File: src/rtl/alu_pkg.sv
// Shared opcode, comparison-code and divider-state definitions for the ALU slice.
package alu_pkg;

    localparam logic [3:0] ALU_AND    = 4'b0000;
    localparam logic [3:0] ALU_OR     = 4'b0001;
    localparam logic [3:0] ALU_XOR    = 4'b0010;
    localparam logic [3:0] ALU_NOR    = 4'b0011;
    localparam logic [3:0] ALU_ADD    = 4'b0100;
    localparam logic [3:0] ALU_SUB    = 4'b0101;
    localparam logic [3:0] ALU_SLT    = 4'b0110;
    localparam logic [3:0] ALU_SLTU   = 4'b0111;
    localparam logic [3:0] ALU_SLL    = 4'b1000;
    localparam logic [3:0] ALU_SRL    = 4'b1001;
    localparam logic [3:0] ALU_SRA    = 4'b1010;
    localparam logic [3:0] ALU_LUI    = 4'b1011;
    localparam logic [3:0] ALU_DIVU_Q = 4'b1100;
    localparam logic [3:0] ALU_DIVU_R = 4'b1101;
    localparam logic [3:0] ALU_DIVS_Q = 4'b1110;
    localparam logic [3:0] ALU_DIVS_R = 4'b1111;

    localparam logic [1:0] COMP_EQ = 2'b00;
    localparam logic [1:0] COMP_GT = 2'b01;
    localparam logic [1:0] COMP_LT = 2'b10;

    typedef enum logic [1:0] {
        DIV_IDLE,
        DIV_RUN,
        DIV_FIX
    } div_state_e;

    // Magnitude of a value, treating it as two's complement only in signed mode.
    function automatic logic [31:0] mag32(input logic [31:0] v, input logic sgn);
        return (sgn && v[31]) ? -v : v;
    endfunction

endpackage

File: src/rtl/alu_if.sv
// Operand/opcode/result bundle between the execute stage and the ALU.
interface alu_if;
    logic [31:0] a;
    logic [31:0] b;
    logic [3:0]  ctrl;
    logic [31:0] out;
    logic [1:0]  comp;

    modport master (output a, b, ctrl, input out, comp);
    modport slave  (input a, b, ctrl, output out, comp);
endinterface

File: src/rtl/alu_divider.sv
// Radix-4 restoring divider: load, 16 two-bit steps, then a sign fix-up cycle.
module alu_divider
    import alu_pkg::*;
(
    input  logic        clk_i,
    input  logic        divrst_i,
    input  logic [31:0] dividend_i,
    input  logic [31:0] divisor_i,
    input  logic        signed_mode_i,
    output logic [31:0] quotient_o,
    output logic [31:0] remainder_o,
    output logic        done_o
);

    div_state_e  state_q, state_d;
    logic [3:0]  cnt_q;
    logic [31:0] rem_q;
    logic [31:0] dvd_q;
    logic [31:0] dsr_q;
    logic        neg_quo_q;
    logic        neg_rem_q;
    logic        dvz_q;
    logic [31:0] quo_out_q;
    logic [31:0] rem_out_q;
    logic        done_q;

    logic [33:0] shifted;
    logic [33:0] mul1, mul2, mul3;
    logic [33:0] diff;
    logic [1:0]  digit;
    logic [31:0] fix_quo, fix_rem;

    always_comb begin
        state_d = state_q;
        case (state_q)
            DIV_RUN:  if (cnt_q == 4'd15) state_d = DIV_FIX;
            DIV_FIX:  state_d = DIV_IDLE;
            default:  state_d = DIV_IDLE;
        endcase
        if (divrst_i) state_d = DIV_RUN;
    end

    // dvd_q doubles as the quotient shift register: dividend bits leave at the top
    // while quotient digits enter at the bottom.
    always_comb begin
        shifted = {rem_q, dvd_q[31:30]};
        mul1    = {2'b00, dsr_q};
        mul2    = {1'b0, dsr_q, 1'b0};
        mul3    = mul1 + mul2;
        if (shifted >= mul3) begin
            digit = 2'd3;
            diff  = shifted - mul3;
        end else if (shifted >= mul2) begin
            digit = 2'd2;
            diff  = shifted - mul2;
        end else if (shifted >= mul1) begin
            digit = 2'd1;
            diff  = shifted - mul1;
        end else begin
            digit = 2'd0;
            diff  = shifted;
        end
        fix_quo = dvz_q ? '1 : (neg_quo_q ? -dvd_q : dvd_q);
        fix_rem = neg_rem_q ? -rem_q : rem_q;
    end

    always_ff @(posedge clk_i) begin
        state_q <= state_d;
        if (divrst_i) begin
            cnt_q     <= '0;
            rem_q     <= '0;
            dvd_q     <= mag32(dividend_i, signed_mode_i);
            dsr_q     <= mag32(divisor_i, signed_mode_i);
            neg_quo_q <= signed_mode_i & (dividend_i[31] ^ divisor_i[31]);
            neg_rem_q <= signed_mode_i & dividend_i[31];
            dvz_q     <= (divisor_i == '0);
            quo_out_q <= '0;
            rem_out_q <= '0;
            done_q    <= 1'b0;
        end else begin
            case (state_q)
                DIV_RUN: begin
                    cnt_q <= cnt_q + 4'd1;
                    rem_q <= diff[31:0];
                    dvd_q <= {dvd_q[29:0], digit};
                end
                DIV_FIX: begin
                    quo_out_q <= fix_quo;
                    rem_out_q <= fix_rem;
                    done_q    <= 1'b1;
                end
                default: ;
            endcase
        end
    end

    assign quotient_o  = quo_out_q;
    assign remainder_o = rem_out_q;
    assign done_o      = done_q;

endmodule

File: src/rtl/alu.sv
// 32-bit MIPS-style ALU: combinational logic/arith/shift ops, signed compare,
// and registered divide results from the embedded divider.
module alu
    import alu_pkg::*;
(
    input  logic  clk_i,
    input  logic  divrst_i,
    alu_if.slave  bus
);

    logic [31:0] quo, rem;
    logic        div_done;
    logic [4:0]  shamt;
    logic [31:0] res;
    logic [1:0]  cmp;

    alu_divider u_div (
        .clk_i         (clk_i),
        .divrst_i      (divrst_i),
        .dividend_i    (bus.a),
        .divisor_i     (bus.b),
        .signed_mode_i (bus.ctrl[1]),
        .quotient_o    (quo),
        .remainder_o   (rem),
        .done_o        (div_done)
    );

    assign shamt = bus.a[4:0];

    always_comb begin
        res = '0;
        case (bus.ctrl)
            ALU_AND:    res = bus.a & bus.b;
            ALU_OR:     res = bus.a | bus.b;
            ALU_XOR:    res = bus.a ^ bus.b;
            ALU_NOR:    res = ~(bus.a | bus.b);
            ALU_ADD:    res = bus.a + bus.b;
            ALU_SUB:    res = bus.a - bus.b;
            ALU_SLT:    res = {31'b0, ($signed(bus.a) < $signed(bus.b))};
            ALU_SLTU:   res = {31'b0, (bus.a < bus.b)};
            ALU_SLL:    res = bus.b << shamt;
            ALU_SRL:    res = bus.b >> shamt;
            ALU_SRA:    res = $unsigned($signed(bus.b) >>> shamt);
            ALU_LUI:    res = {bus.b[15:0], 16'h0000};
            ALU_DIVU_Q,
            ALU_DIVS_Q: res = div_done ? quo : '0;
            ALU_DIVU_R,
            ALU_DIVS_R: res = div_done ? rem : '0;
            default:    res = '0;
        endcase
    end

    always_comb begin
        cmp = COMP_GT;
        if (bus.a == bus.b)
            cmp = COMP_EQ;
        else if ($signed(bus.a) < $signed(bus.b))
            cmp = COMP_LT;
    end

    assign bus.out  = res;
    assign bus.comp = cmp;

endmodule

File: src/flat_wrapper.sv
// flat-port wrapper written by rule: the top's interface ports become plain ports
module alu_flat import alu_pkg::*;
  (clk_i, divrst_i, bus_a, bus_b, bus_ctrl, bus_out, bus_comp);
  alu_if bus_i ();
  input  logic clk_i;
  input  logic divrst_i;
  input wire logic [$bits(bus_i.a)-1:0] bus_a;
  input wire logic [$bits(bus_i.b)-1:0] bus_b;
  input wire logic [$bits(bus_i.ctrl)-1:0] bus_ctrl;
  output wire logic [$bits(bus_i.out)-1:0] bus_out;
  output wire logic [$bits(bus_i.comp)-1:0] bus_comp;
  assign bus_i.a = bus_a;
  assign bus_i.b = bus_b;
  assign bus_i.ctrl = bus_ctrl;
  assign bus_out = bus_i.out;
  assign bus_comp = bus_i.comp;
  alu u_core (.clk_i(clk_i), .divrst_i(divrst_i), .bus(bus_i));
endmodule
File: config.mk
export PLATFORM = sky130hd
export DESIGN_NAME = alu_flat
export DESIGN_NICKNAME = d
export VERILOG_FILES = /design/src/rtl/alu_pkg.sv /design/src/rtl/alu_if.sv /design/src/rtl/alu_divider.sv /design/src/rtl/alu.sv /design/src/flat_wrapper.sv
export SDC_FILE = /design/constraint.sdc
export NUM_CORES = 1
export LEC_CHECK = 0
export CAP_MARGIN = 15
export CORE_AREA = 8 8 259 261
export DETAILED_ROUTE_END_ITERATION = 10
export DIE_AREA = 0 0 267 269
export PLACE_DENSITY = 0.61
export SKIP_LAST_GASP = 1
export SYNTH_ARGS = -nofsm -noshare
export SYNTH_HDL_FRONTEND = slang
export SYNTH_SLANG_ARGS = --single-unit
File: constraint.sdc
create_clock -name clk_i -period 5.5 [get_ports clk_i]
set_input_delay 0.55 -clock clk_i [delete_from_list [all_inputs] [get_ports clk_i]]
set_output_delay 0.55 -clock clk_i [all_outputs]
set_load 0.1 [all_outputs]
==> summary.md, run 1 <==
| Metric | Value |
|---|---|
| Final hold viol count | `0` |
| Yosys reg bits | `170` |
| Final worst-path cycle share | `95.77%` |
| Origin of the critical flop-to-flop path | `u_core.u_div.dsr_q[0]` |
| Antenna violations before repair | `3` |
| Filler cell count in the final layout | `around 6400` |
| DR iter-0 viols | `3387` |
| Area of the multi-input gates | `~0.02 mm2` |
| Die area | `0.07182 mm2` |
| Initial Util | `39.74%` |
| Net Count, Synth | `roughly 3600` |
| Vias in the first global route | `around 25000` |
| Number of flops mapped to enable cells by yosys | `67` |
| Synth Warn # | `0` |
| R2r endpoint | `u_core.u_div.rem_q[27]` |
| Clk slew on worst S/H paths | `about 0.070 ns` |
| Crit. End Element | `flip-flop` |
| Final Max Slew Viols | `0` |
| Critical path origin | `u_core.u_div.dsr_q[0]` |
| Global route overflow | `0` |
| CTS tree | `yes` |
| Fmax | `~0.19 GHz` |
| Fin worst setup slack | `0.2326 ns` |
| Vias per inst | `6.347` |
| Worst Path Max Fanout | `13` |
| Max rail drop VDD | `0.2406 mV` |
| Root buffer cell | `clkbuf_16` |
| DR WL/cell | `25.15 um` |
| Row count | `92` |
| Synth area leader | `ha_1` |
| HP Class | `flip-flop to flip-flop` |
| Synthesized instance count | `3339` |
| CP Cell Sequence | `ha_1 -> fa_1 -> a21oi_2 -> o211a_1 -> nor3b_1 -> o22a_1 -> a21boi_0 -> inv_1 -> a21oi_2 -> o21bai_1 -> a21oi_1 -> xor2_1 -> ha_1 -> a21oi_1 -> o21a_1 -> nor2_1 -> a211oi_2 -> o21ai_0 -> a31oi_2 -> buf_8 -> nand2_1 -> or3_1 -> o21ai_0 -> a211oi_1` |
| Total GRT Usage | `28.53%` |
| Core area | `0.06274 mm2` |
| First-pass GRT wire length | `158600 um` |
| Fin Clk Skew | `roughly 0.011 ns` |
| Worst Setup EP | `u_core.u_div.rem_q[27]` |
| Place WS | `-0.06307 ns` |
| Ports | `around 100` |
| Critical path class | `flip-flop to flip-flop` |
| H-tree depth | `4` |
| Main area contributors after synthesis | `ha_1, dfxtp_1, edfxtp_1` |
| Largest stage delay, worst path | `0.42 ns` |
| Post-layout nets | `approximately 3700` |
| Layout area overhead | `13.42%` |
| IO buf count | `103` |
| Synth top area share | `11.54%` |
| CP Launch Type | `flip-flop` |
| Status | `finished clean` |
| Final HPWL DP | `84120 um` |
| Async SR Flop Fraction | `0%` |
| RD Place Congestion | `around 1.0` |
| TritonCTS Buffers | `17` |
| Min cycle time layout | `5.267 ns` |
| Share of layout cells above drive strength 1 | `10.17%` |
| WP data required | `5.83 ns` |
| Most common cell in the netlist | `nor2_1` |
| Largest net degree at the start of global routing | `82` |
| Slew headroom | `33.13%` |
| DRT antenna net count | `0` |
| WL final | `between 100000 and 150000 um` |
| Most common flop cell mapped by yosys | `dfxtp_1` |
| FF-to-FF path depth | `24` |
| FF/Latch Area | `0.004075 mm2` |
| P_leak | `0.01153 uW` |
| Post-Syn Area per Cell | `7.467 um2` |
| Skew-Pair Late Insertion Delay | `about 0.45 ns` |
| DRC errors left | `0` |
| Synthesized area | `around 0.025 mm2` |
| Sequential area share after synthesis | `16.34%` |
| DP Cell Count | `4223` |
| Slowest-stage cell, CP | `fa_1` |
| Setup violators final | `0` |
| Die Wd | `267 um` |
| Max-cap violations | `0` |
| Die Span Y | `269 um` |
| List of most frequent post-synthesis cells | `nor2_1, a21oi_1, nand2_1` |
| Crit path DAT | `5.60 ns` |
| Distinct cells, synth | `91` |
| Slew @ Worst Pin | `between 0.9 and 1 ns` |
| Layout Utilization | `a little under half` |
| Setup Total Neg Slack | `0 ns` |
| Pwr per Cell Area | `around 340 mW/mm2` |
| Initial DRT Pass Iterations | `8` |
| Post-route insts no fill | `4258` |
| Via Count | `27020` |
| R2R Setup Slk | `0.23 ns` |
| Clk buf depth | `2` |
| Clock sink count | `170` |
[layer usage]
metal	share of wire (%)	track usage, %	vias up
met2	43	44.85	1525
met3	10	5.361	290
li1	-	-	12470
met5	0.012	0	-
met4	5.1	12.88	2
met1	42	37.78	12740
[through the flow]
| step | hold WS (ns) | power [uW] | instance area, um2 |
|---|---|---|---|
| 2_1_floorplan | 0.4316 | 6370 | 24990 |
| 3_3_place_gp | 0.4438 | 8257 | 27560 |
| 3_5_place_dp | 0.4483 | 8231 | 27560 |
| 4_1_cts | 0.4637 | 9550 | 28190 |
| 5_1_grt | 0.4837 | 10360 | 28280 |
| 6_report | 0.4610 | 9736 | 28280 |
[layout by cell type (no fill, tap or decap), types with 37 or more instances in the layout]
cell	count
mux4_2	49
mux2i_1	58
nor2_1	369
dfxtp_1	102
buf_4	143
inv_1	164
o22ai_1	61
xnor2_1	179
a211oi_1	69
clkdlybuf4s50_1	61
nor3_1	68
a21oi_1	330
xor2_1	96
ha_1	230
nand3_1	60
o21ai_0	206
nand2b_1	37
a21o_1	66
nand2_1	269
edfxtp_1	67
a31oi_1	43
[where the power goes]
part / switching [uW] / total, uW / internal, uW
combinational: 4020 / 6620 / 2610
clock: 571 / 1280 / 712
sequential: 343 / 1830 / 1490
total: 4930 / 9740 / 4800
[cells by family after synthesis]
group	Yosys count	share of synthesized area, %
buffers and inverters	369	5.741
adders and majority gates	236	12.02
muxes	120	7.342
xor gates and xnor gates	275	9.660
and+or+nand+nor	1003	18.55
AOI/OAI and AO/OA	1166	30.34
DFF	170	16.34
[registers in the layout, summed over array words and instances (netlist names)]
name	flops
u_core.u_div.cnt_q	4
u_core.u_div.quotient_o	32
u_core.u_div.neg_rem_q	1
u_core.u_div.dvd_q	32
u_core.u_div.done_o	1
u_core.u_div.state_q	2
u_core.u_div.dsr_q	32
u_core.u_div.neg_quo_q	1
u_core.u_div.rem_q	32
u_core.u_div.dvz_q	1
u_core.u_div.remainder_o	32
[layout make-up]
class	count	area share, %
tap	846	3.743
clock inverter	10	0.3141
antenna	1	0.008849
clock buffer	22	1.907
timing repair buffer	240	8.154
sequential	170	14.41
multi-input combinational	2800	69.22
inverter	169	2.243
[repair_timing]
action,in CTS,in global routing
pin swaps,0,1
gates cloned,0,1
buffers inserted,0,1
endpoints found under the setup margin,5,31
hold buffers,0,0
gates resized for setup,1,10
[worst max-delay path, delay by kind of cell (launching register included)]
family                   cells  cell delay [ns]
AO/OA/AOI/OAI               14             2.58
XOR/XNOR                     1             0.19
adder cells (fa/ha/maj)      3             0.99
buffers and inverters        2             0.27
flip-flops                   1             0.40
AND/OR/NAND/NOR              4             0.72
[worst min path at each step]
stage	start	cells past startpoint	end
finish	u_core.u_div.remainder_o[14]	2	u_core.u_div.remainder_o[14]
global route	u_core.u_div.remainder_o[14]	2	u_core.u_div.remainder_o[14]
CTS	u_core.u_div.remainder_o[0]	2	u_core.u_div.remainder_o[0]
detailed placement	u_core.u_div.remainder_o[26]	2	u_core.u_div.remainder_o[26]
global placement	u_core.u_div.remainder_o[31]	2	u_core.u_div.remainder_o[31]
floorplan	u_core.u_div.remainder_o[10]	2	u_core.u_div.remainder_o[10]
Power figures use the tool's default switching activity.
==> run 2: changes to the inputs <==
- CAP_MARGIN: 15 -> unset
==> results of run 2 <==
Same layout as run 1: the final DEF is identical, and so are final timing and power.
